===== src/rtl/vga_bar_pkg.sv =====
// Shared timing defaults, colour type and colour constants
// for the bar-graph VGA display.
package vga_bar_pkg;

   typedef logic [11:0] rgb_t;

   localparam int H_ACTIVE_D     = 800;
   localparam int H_SYNC_START_D = 856;
   localparam int H_SYNC_END_D   = 976;
   localparam int H_TOTAL_D      = 1040;
   localparam int V_ACTIVE_D     = 600;
   localparam int V_SYNC_START_D = 637;
   localparam int V_SYNC_END_D   = 643;
   localparam int V_TOTAL_D      = 666;

   localparam rgb_t BAR_COLOR_D = 12'h0F0;
   localparam rgb_t SEL_COLOR_D = 12'hF00;
   localparam rgb_t BLACK       = 12'h000;

   function automatic int sat_step(int h, int step, bit up, int hi);
      int r;
      r = up ? h + step : h - step;
      if (r > hi) r = hi;
      if (r < 0) r = 0;
      return r;
   endfunction

endpackage


===== src/rtl/vga_bar_graph_if.sv =====
// Button inputs and VGA outputs of the bar-graph display.
interface vga_bar_graph_if;
   logic       incr;
   logic       decr;
   logic       mvUp;
   logic       mvDown;
   logic       hsync;
   logic       vsync;
   logic [3:0] red;
   logic [3:0] green;
   logic [3:0] blue;

   modport master (
      output incr, decr, mvUp, mvDown,
      input  hsync, vsync, red, green, blue
   );

   modport slave (
      input  incr, decr, mvUp, mvDown,
      output hsync, vsync, red, green, blue
   );
endinterface


===== src/rtl/vga_timing.sv =====
// Pixel enable, raster counters and registered sync pulses.
module vga_timing
   import vga_bar_pkg::*;
#(
   parameter int H_ACTIVE     = H_ACTIVE_D,
   parameter int H_SYNC_START = H_SYNC_START_D,
   parameter int H_SYNC_END   = H_SYNC_END_D,
   parameter int H_TOTAL      = H_TOTAL_D,
   parameter int V_ACTIVE     = V_ACTIVE_D,
   parameter int V_SYNC_START = V_SYNC_START_D,
   parameter int V_SYNC_END   = V_SYNC_END_D,
   parameter int V_TOTAL      = V_TOTAL_D,
   parameter int HW           = $clog2(H_TOTAL),
   parameter int VW           = $clog2(V_TOTAL)
) (
   input  logic          clk,
   input  logic          rst,
   output logic          pix_en,
   output logic [HW-1:0] hor,
   output logic [VW-1:0] ver,
   output logic          active,
   output logic          frame_start,
   output logic          hsync,
   output logic          vsync
);

   logic h_last;
   logic v_last;

   assign h_last      = (int'(hor) == H_TOTAL - 1);
   assign v_last      = (int'(ver) == V_TOTAL - 1);
   assign active      = (int'(hor) < H_ACTIVE) && (int'(ver) < V_ACTIVE);
   assign frame_start = pix_en && (hor == '0) && (int'(ver) == V_ACTIVE);

   always_ff @(posedge clk) begin
      if (rst) begin
         pix_en <= 1'b1;
         hor    <= '0;
         ver    <= '0;
         hsync  <= 1'b1;
         vsync  <= 1'b1;
      end else begin
         pix_en <= ~pix_en;
         if (pix_en) begin
            hsync <= !((int'(hor) >= H_SYNC_START) && (int'(hor) < H_SYNC_END));
            vsync <= !((int'(ver) >= V_SYNC_START) && (int'(ver) < V_SYNC_END));
            if (h_last) begin
               hor <= '0;
               ver <= v_last ? '0 : ver + VW'(1);
            end else begin
               hor <= hor + HW'(1);
            end
         end
      end
   end

endmodule


===== src/rtl/vga_bar_graph.sv =====
// Button-controlled vertical bar graph on a VGA raster,
// with per-frame shadow copies of the selection and heights.
module vga_bar_graph
   import vga_bar_pkg::*;
#(
   parameter int   NUM_BARS     = 3,
   parameter int   H_ACTIVE     = H_ACTIVE_D,
   parameter int   H_SYNC_START = H_SYNC_START_D,
   parameter int   H_SYNC_END   = H_SYNC_END_D,
   parameter int   H_TOTAL      = H_TOTAL_D,
   parameter int   V_ACTIVE     = V_ACTIVE_D,
   parameter int   V_SYNC_START = V_SYNC_START_D,
   parameter int   V_SYNC_END   = V_SYNC_END_D,
   parameter int   V_TOTAL      = V_TOTAL_D,
   parameter int   HEIGHT_STEP  = 20,
   parameter rgb_t BAR_COLOR    = BAR_COLOR_D,
   parameter rgb_t SEL_COLOR    = SEL_COLOR_D
) (
   input logic            clk,
   input logic            rst,
   vga_bar_graph_if.slave bus
);

   localparam int HW    = $clog2(H_TOTAL);
   localparam int VW    = $clog2(V_TOTAL);
   localparam int SW    = (NUM_BARS > 1) ? $clog2(NUM_BARS) : 1;
   localparam int BAR_W = H_ACTIVE / NUM_BARS;
   localparam int HALF  = V_ACTIVE / 2;

   logic          pix_en;
   logic          active;
   logic          frame_start;
   logic [HW-1:0] hor;
   logic [VW-1:0] ver;

   vga_timing #(
      .H_ACTIVE     (H_ACTIVE),
      .H_SYNC_START (H_SYNC_START),
      .H_SYNC_END   (H_SYNC_END),
      .H_TOTAL      (H_TOTAL),
      .V_ACTIVE     (V_ACTIVE),
      .V_SYNC_START (V_SYNC_START),
      .V_SYNC_END   (V_SYNC_END),
      .V_TOTAL      (V_TOTAL),
      .HW           (HW),
      .VW           (VW)
   ) u_timing (
      .clk         (clk),
      .rst         (rst),
      .pix_en      (pix_en),
      .hor         (hor),
      .ver         (ver),
      .active      (active),
      .frame_start (frame_start),
      .hsync       (bus.hsync),
      .vsync       (bus.vsync)
   );

   // bit order {mvDown, mvUp, decr, incr}
   logic [3:0] btn;
   logic [3:0] s1;
   logic [3:0] s2;
   logic [3:0] s3;
   logic [3:0] pulse;
   logic [1:0] warm;

   assign btn = {bus.mvDown, bus.mvUp, bus.decr, bus.incr};

   // Pulses stay masked until the synchroniser has refilled after
   // reset, so a button held across reset release is not a press.
   assign pulse = (warm == 2'd3) ? (s2 & ~s3) : 4'b0;

   always_ff @(posedge clk) begin
      if (rst) begin
         s1   <= '0;
         s2   <= '0;
         s3   <= '0;
         warm <= '0;
      end else begin
         s1 <= btn;
         s2 <= s1;
         s3 <= s2;
         if (warm != 2'd3) warm <= warm + 2'd1;
      end
   end

   logic [SW-1:0] sel_w;
   logic [SW-1:0] sel_d;
   logic [SW-1:0] sel_nx;
   logic [VW-1:0] height_w [NUM_BARS];
   logic [VW-1:0] height_d [NUM_BARS];

   always_comb begin
      sel_nx = sel_w;
      unique case ({pulse[3], pulse[2]})
         2'b01:   sel_nx = (int'(sel_w) == NUM_BARS - 1) ? '0 : sel_w + SW'(1);
         2'b10:   sel_nx = (sel_w == '0) ? SW'(NUM_BARS - 1) : sel_w - SW'(1);
         default: sel_nx = sel_w;
      endcase
   end

   always_ff @(posedge clk) begin
      if (rst) begin
         sel_w <= '0;
         sel_d <= '0;
         for (int i = 0; i < NUM_BARS; i++) begin
            height_w[i] <= VW'(HALF);
            height_d[i] <= VW'(HALF);
         end
      end else begin
         sel_w <= sel_nx;
         if (pulse[0] ^ pulse[1])
            height_w[sel_w] <= VW'(sat_step(int'(height_w[sel_w]),
                                            HEIGHT_STEP, pulse[0], V_ACTIVE));
         if (frame_start) begin
            sel_d    <= sel_w;
            height_d <= height_w;
         end
      end
   end

   rgb_t pix_nx;
   rgb_t rgb;

   always_comb begin
      pix_nx = BLACK;
      if (active) begin
         for (int i = 0; i < NUM_BARS; i++) begin
            if ((int'(hor) >= i * BAR_W) && (int'(hor) < (i + 1) * BAR_W) &&
                (int'(ver) >= V_ACTIVE - int'(height_d[i])))
               pix_nx = (SW'(i) == sel_d) ? SEL_COLOR : BAR_COLOR;
         end
      end
   end

   always_ff @(posedge clk) begin
      if (rst)         rgb <= BLACK;
      else if (pix_en) rgb <= pix_nx;
   end

   assign bus.red   = rgb[11:8];
   assign bus.green = rgb[7:4];
   assign bus.blue  = rgb[3:0];

endmodule


===== src/flat_wrapper.sv =====
// flat-port wrapper written by rule: the top's interface ports become plain ports
module vga_bar_graph_flat import vga_bar_pkg::*;
#(
   parameter int   NUM_BARS     = 3,
   parameter int   H_ACTIVE     = H_ACTIVE_D,
   parameter int   H_SYNC_START = H_SYNC_START_D,
   parameter int   H_SYNC_END   = H_SYNC_END_D,
   parameter int   H_TOTAL      = H_TOTAL_D,
   parameter int   V_ACTIVE     = V_ACTIVE_D,
   parameter int   V_SYNC_START = V_SYNC_START_D,
   parameter int   V_SYNC_END   = V_SYNC_END_D,
   parameter int   V_TOTAL      = V_TOTAL_D,
   parameter int   HEIGHT_STEP  = 20,
   parameter rgb_t BAR_COLOR    = BAR_COLOR_D,
   parameter rgb_t SEL_COLOR    = SEL_COLOR_D
)
  (clk, rst, bus_incr, bus_decr, bus_mvUp, bus_mvDown, bus_hsync, bus_vsync, bus_red, bus_green, bus_blue);
  vga_bar_graph_if bus_i ();
  input logic clk;
  input logic rst;
  input wire logic [$bits(bus_i.incr)-1:0] bus_incr;
  input wire logic [$bits(bus_i.decr)-1:0] bus_decr;
  input wire logic [$bits(bus_i.mvUp)-1:0] bus_mvUp;
  input wire logic [$bits(bus_i.mvDown)-1:0] bus_mvDown;
  output wire logic [$bits(bus_i.hsync)-1:0] bus_hsync;
  output wire logic [$bits(bus_i.vsync)-1:0] bus_vsync;
  output wire logic [$bits(bus_i.red)-1:0] bus_red;
  output wire logic [$bits(bus_i.green)-1:0] bus_green;
  output wire logic [$bits(bus_i.blue)-1:0] bus_blue;
  assign bus_i.incr = bus_incr;
  assign bus_i.decr = bus_decr;
  assign bus_i.mvUp = bus_mvUp;
  assign bus_i.mvDown = bus_mvDown;
  assign bus_hsync = bus_i.hsync;
  assign bus_vsync = bus_i.vsync;
  assign bus_red = bus_i.red;
  assign bus_green = bus_i.green;
  assign bus_blue = bus_i.blue;
  vga_bar_graph #(.NUM_BARS(NUM_BARS), .H_ACTIVE(H_ACTIVE), .H_SYNC_START(H_SYNC_START), .H_SYNC_END(H_SYNC_END), .H_TOTAL(H_TOTAL), .V_ACTIVE(V_ACTIVE), .V_SYNC_START(V_SYNC_START), .V_SYNC_END(V_SYNC_END), .V_TOTAL(V_TOTAL), .HEIGHT_STEP(HEIGHT_STEP), .BAR_COLOR(BAR_COLOR), .SEL_COLOR(SEL_COLOR)) u_core (.clk(clk), .rst(rst), .bus(bus_i));
endmodule

===== config.mk =====
export PLATFORM = sky130hd
export DESIGN_NAME = vga_bar_graph_flat
export DESIGN_NICKNAME = d
export VERILOG_FILES = /design/src/rtl/vga_bar_pkg.sv /design/src/rtl/vga_bar_graph_if.sv /design/src/rtl/vga_timing.sv /design/src/rtl/vga_bar_graph.sv /design/src/flat_wrapper.sv
export SDC_FILE = /design/constraint.sdc
export NUM_CORES = 1
export LEC_CHECK = 0
export ABC_AREA = 1
export CORE_MARGIN = 2
export CORE_UTILIZATION = 45
export DETAILED_ROUTE_END_ITERATION = 6
export GPL_TIMING_DRIVEN = 0
export PLACE_DENSITY = 0.66
export SYNTH_ARGS = -nofsm -noshare
export SYNTH_HDL_FRONTEND = slang
export SYNTH_SLANG_ARGS = --single-unit

===== constraint.sdc =====
create_clock -name clk -period 2.48 [get_ports clk]
set_input_delay 0.496 -clock clk [delete_from_list [all_inputs] [get_ports clk]]
set_output_delay 0.496 -clock clk [all_outputs]
set_load 0.01 [all_outputs]

Word-level counts from Yosys, hierarchy flattened
Cells that the tools add are included.

Magnitude comparators: 18. $add $sub $neg: 10. Bitwise logic cells: 5. Reductions and logical operators: 18. Shift operators: 0. Muxes and demuxes: 26. Equal/unequal tests: 10. Divide/modulo/power cells: 0. $mul: 0.

Operators with widths (count): $mux W32 (4); $ge A11 B32 Y1 (3); $mux W12 (7); $mux W10 (7); $lt A11 B10 Y1 const B (4); $sub A10 B10 Y11 const A (3); $gt A32 B11 Y1 const B (1); $lt A32 B1 Y1 const B (1); $bwmux W30 (1); $ge A11 B10 Y1 const B (2); $bmux W10 S2 (1); $demux W10 S2 (1); $eq A10 B10 Y1 const B (2); $lt A10 B10 Y1 const B (2); $add A10 B5 Y11 const B (1); $add A11 B1 Y11 const B (1); $eq A11 B11 Y1 const B (1); $ge A11 B9 Y1 const B (1); $logic_and A1 B1 Y1 (11); $logic_not A11 Y1 (1); $lt A11 B9 Y1 const B (1); $mux W11 (1); $sub A10 B5 Y11 const B (1); $add A10 B1 Y10 const B (1); other kinds (22) (28).

Memory bits (read-only): 0. Flip-flop bits (word level): 114. Memories: 0. Word-level logic and storage cells: 105. Input port bits: 6. Bits in latches: 0. Output and inout port bits: 14. Memory bits (writable): 0.

Logic depth before layout (Yosys ltp)
Word-level depth: 15. Gate-level depth with buffers: 20. Gate-level depth less buffers: 20.

Hierarchy
From an unflattened synthesis, not the netlist that was laid out.

Cell total of the unflattened synthesis: 949. Area total of the unflattened synthesis: 6487.5 um2.

Modules (own cells, without submodules): vga_bar_graph (area each 5048.6 um2, instances 1, sequential area each 1601.5 um2, cells an instance 731); vga_timing (area each 1438.9 um2, instances 1, sequential area each 480.5 um2, cells an instance 218).

Worst setup path after synthesis
No wires, ideal clock.

Kind: reg2reg. From: register u_core.height_d[10] (netlist bit). To: register u_core.rgb[10]. Setup time: 0.132 ns. Path slack: 0.210 ns. Clock period less this slack: 2.270 ns. Data required time: 2.348 ns. Arrival: 2.138 ns. Buffers on the path: 0. Cell stages (with the launch flop): 17. Cells stage by stage: dfxtp_1 -> inv_1 -> ha_1 -> nand2_1 -> nand2_1 -> o21ai_0 -> xor2_1 -> ha_1 -> nand2_1 -> nor4_1 -> nand3_1 -> nand4_1 -> nand3_1 -> nand2_1 -> nand2_1 -> nand3_1 -> a21oi_1.

Word-level cells in the longest chain between the ends: 6.

Ends and longest elaborated chain: start: declaration (RTL line vga_bar_graph.sv:91) `logic [VW-1:0] height_d [NUM_BARS];`; start signal: indexed assignment (RTL line vga_bar_graph.sv:108) `height_d[i] <= VW'(HALF);`; start signal: assignment (RTL line vga_bar_graph.sv:117) `height_d <= height_w;`; $sub A10 B10 Y11 (RTL line vga_bar_graph.sv:130) `(int'(ver) >= V_ACTIVE - int'(height_d[i])))`; $ge A11 B32 Y1 (RTL line vga_bar_graph.sv:130); $logic_and A1 B1 Y1 (RTL line vga_bar_graph.sv:129) `if ((int'(hor) >= i * BAR_W) && (int'(hor) < (i + 1) * BAR_W) &&`; $mux W12 (2 in a row) (RTL line vga_bar_graph.sv:129); $mux W12 (RTL line vga_bar_graph.sv:127) `if (active) begin`; end signal: assignment (RTL line vga_bar_graph.sv:138) `else if (pix_en) rgb <= pix_nx;`; end: declaration (RTL line vga_bar_graph.sv:123) `rgb_t rgb;`.

Every way passes these cells. A chain may end at the register's enable or synchronous reset.

Final worst setup path
From: register u_core.height_d[3] (netlist bit). To: register u_core.rgb[7].

Word-level cells in the longest chain between the ends: 5.

Ends and longest elaborated chain (RTL line): $sub A10 B10 Y11 (vga_bar_graph.sv:130); $ge A11 B32 Y1 (vga_bar_graph.sv:130); $logic_and A1 B1 Y1 (vga_bar_graph.sv:129); $mux W12 (vga_bar_graph.sv:129); $mux W12 (vga_bar_graph.sv:127).

Every way passes these cells.

==> results.md <==
- Final hold vios: 0
- Residual DRC count: 0
- Overflow after GRT: 0
- Fin nets: 993
- Detailed placement HPWL: 12.29 mm
- Critical Path, Cell by Cell: nand3_2, nand2_1, nand2_1, xor2_1, ha_1, a21oi_1, o21a_1, nand2_1, nand4_1, nand4_1, nand3_1, nand3_1, nand2_1, a21oi_1
- Logic pwr share: 0.111
- Vias in the first global route: 5111
- Clock-pin slew on the worst setup and hold paths: 70 ps
- Starting density of the core: 0.4572
- Crit share post-route: 0.9998
- Clock Tree Buf Depth: 2
- Crit end category: register
- Avg Inst Size Synth: 7.039 um^2
- Hold Crit Class: register to register
- Reg2reg setup slack: 0.4 ps
- Tmin final: 2480 ps
- Max-slew violations: 0
- Final GP Congestion: 0.9510
- Non-filler instance count after layout: 1126
- Number of CTS-inserted buffers: 9
- Routed WL: 15.90 mm
- Internal: 2.657 mW
- Post-Synthesis Cells: 898
- YS warnings: 0
- First-pass DRT Iterations: 5
- Sw frac: 0.2535
- Startpoint Class: register
- Status: complete, no violations
- Core ar.: 0.01383 mm^2
- Chip height: 122.5 um
- Share of layout cells above drive strength 1: 0.1247
- DRT antenna net count: 0
- Die area: 0.01501 mm^2
- Global Route Usage Sum: 0.2155
- Synth Flop Type: dfxtp_1
- CTS tree: done
- Critical setup path kind: register to register
- Worst vdd ir: 514.4 uV
- FMAX: 403.3 MHz
- Worst-path fanout max: 6
- Setup TNS: 0 ps
- Placed cells: 1095
- Rows: 43
- Antenna diodes: 0
- Worst-Skew Late Latency: 350 ps
- Slowest cell on crit path: dfxtp_1
- DIE WIDTH: 122.5 um
- Setup repair after global routing missed its margin: yes
- PwrDens: 490.6 mW/mm^2
- Htree depth: 3
- Port bufs: 14
- Slew @ Worst Pin: 611.6 ps
- Leakage: 3.201 nW
- P_sw: 902.0 uW
- WL per Instance: 14.12 um
- Post-synth design cell area: 0.006321 mm^2
- Root Buffer: clkbuf_16
- Post-synth ARST share: 0
- EDFF count, synth: 0
- Layout area overhead: 14.77%
- Slowest Stage Delay on Critical Path: 490 ps
- Cell accounting for the most synthesized area: dfxtp_1
- Clock Skew: 9.110 ps
- TritonCTS sink count: 104
- CP most frequent cell: nand2_1
- Via count: 5785
- Clock Power Share: 0.405
- Design Power: 3.559 mW
- #FFs+latches synth: 104
- Sequential share of power: 0.485
- Req. time, crit path: 2700 ps
- Top cells by area, synth: dfxtp_1 33%, nand2_1 10%, ha_1 9.1%
- Initial antenna violation count: 0
- Max Cap Viol: 0
- Largest net degree at the start of global routing: 17
- # IOs: 20
- First-pass GRT wire length: 25.26 mm
- Data arrival, critical path: 2700 ps
- Synth unique cells: 47
- Final setup viols: 0
- Yosys top cell area share: 0.3294
- DRT iter0 DRCs: 380
- Fin util: 0.5247
- Vias per cell: 5.138
- Rel. slew slack: 0.5923
- Sequential-to-total area share from yosys stat: 0.3294
registers in the layout, indices dropped and copies added, names as in the netlist, 2 cells and up:
signal and flops:
u_core.s3 4, u_core.u_timing.hor 11, u_core.s2 4, u_core.sel_w 2, u_core.sel_d 2, u_core.warm 2, u_core.height_w 30, u_core.u_timing.ver 10
u_core.s1 4, u_core.height_d 30, u_core.rgb 2
cell usage in the layout, fill, tap and decap left out, drive strengths merged, types with 3 or more instances in the layout:
master and count:
nand2 183, inv 129, dfxtp 104, a21oi 97, nand3 76, nor2 68, o21ai 62, ha 46
xor2 30, buf 30, clkbuf 30, nor3 17, clkdlybuf4s50 14, o211ai 11, a211oi 7, nand4 7
nor4 5, nand3b 5, conb 4, nor3b 3, o21a 3, clkinv 3, or2 3
power groups by stage:
| stage | logic (mW) | clock network, mW | registers (mW) |
|---|---|---|---|
| after floorplan | 0.278 | 0 | 1.76 |
| after global placement | 0.369 | 0 | 1.76 |
| after detailed placement | 0.371 | 0 | 1.76 |
| after CTS | 0.373 | 1.46 | 1.73 |
| after global routing | 0.442 | 1.53 | 1.73 |
| final | 0.394 | 1.44 | 1.73 |
kinds of logic (layout without fill, tap and decap cells):
group / count (synthesis) / count (layout) / synth area share
flip-flops: 104 / 104 / 0.3294
AO/OA/AOI/OAI: 185 / 185 / 0.1609
adder cells (fa/ha/maj): 46 / 46 / 0.09105
AND/OR/NAND/NOR: 369 / 369 / 0.2690
XOR/XNOR: 31 / 31 / 0.04295
other: 1 / 4 / 0.0005933
buffers and inverters: 162 / 207 / 0.1061
routing by layer:
metal	GRT usage	part of all wire
met5	0	0
met4	0.07759	0.023
met3	0.02788	0.036
met2	0.3406	0.45
met1	0.3009	0.49
repair_timing:
item,in CTS,in global routing
resized for setup,21,31
hold endpoints to repair,0,0
endpoints found under the setup margin,4,32
setup buffers,5,10
hold buffers,0,0
pin swaps,14,20
worst paths after layout:
check / from / endpoint / depth (start not counted)
min: u_core.s1[2] / u_core.s2[2] / 2
max: u_core.height_d[3] / u_core.rgb[7] / 14
min reg2reg: u_core.s1[2] / u_core.s2[2] / 2
max reg2reg: u_core.height_d[3] / u_core.rgb[7] / 14
synthesized netlist by cell type, types with 3 or more instances:
cell and number:
o21a_1 3, o21ai_0 58, nor3_1 17, nand4_1 7, nand2_1 172, nand2_2 6
nor2_1 63, xor2_1 30, nand3_2 3, nor4_1 5, nand3b_1 4, buf_4 11
o21ai_1 3, dfxtp_1 104, a21oi_1 94, nand3_1 72, inv_1 124, clkbuf_1 18
nor2_4 3, ha_1 46, nor3b_1 3, nand2_4 5, a211oi_1 7, inv_2 4
o211ai_1 11
per-stage QoR:
stage	hold slack [ps]	worst slack (ps)	cell area [um^2]
finish	405.4	0.4357	7254
global route	427.9	-152.6	7254
CTS	410.4	2.866	7084
detailed placement	400.8	-223.3	6698
global placement	391.3	-199.4	6698
floorplan	388.3	209.5	6332
area by class of cell:
class | count | area (um^2)
Multi-Input combinational cell | 635 | 3701
Fill cell | 1365 | 6573
Sequential cell | 104 | 2097
Buffer | 33 | 185.2
Clock inverter | 4 | 52.55
Tap cell | 180 | 225.2
Timing Repair Buffer | 29 | 252.7
Inverter | 129 | 494.2
Clock buffer | 12 | 246.5
worst max-delay path: cells and delay by family (launching register included):
family | cells | cell delay, ps
flops | 1 | 490
fa+ha+maj | 1 | 320
xor+xnor | 1 | 170
simple gates | 9 | 1030
compound gates | 3 | 340
(Power assumes the default switching activity.)
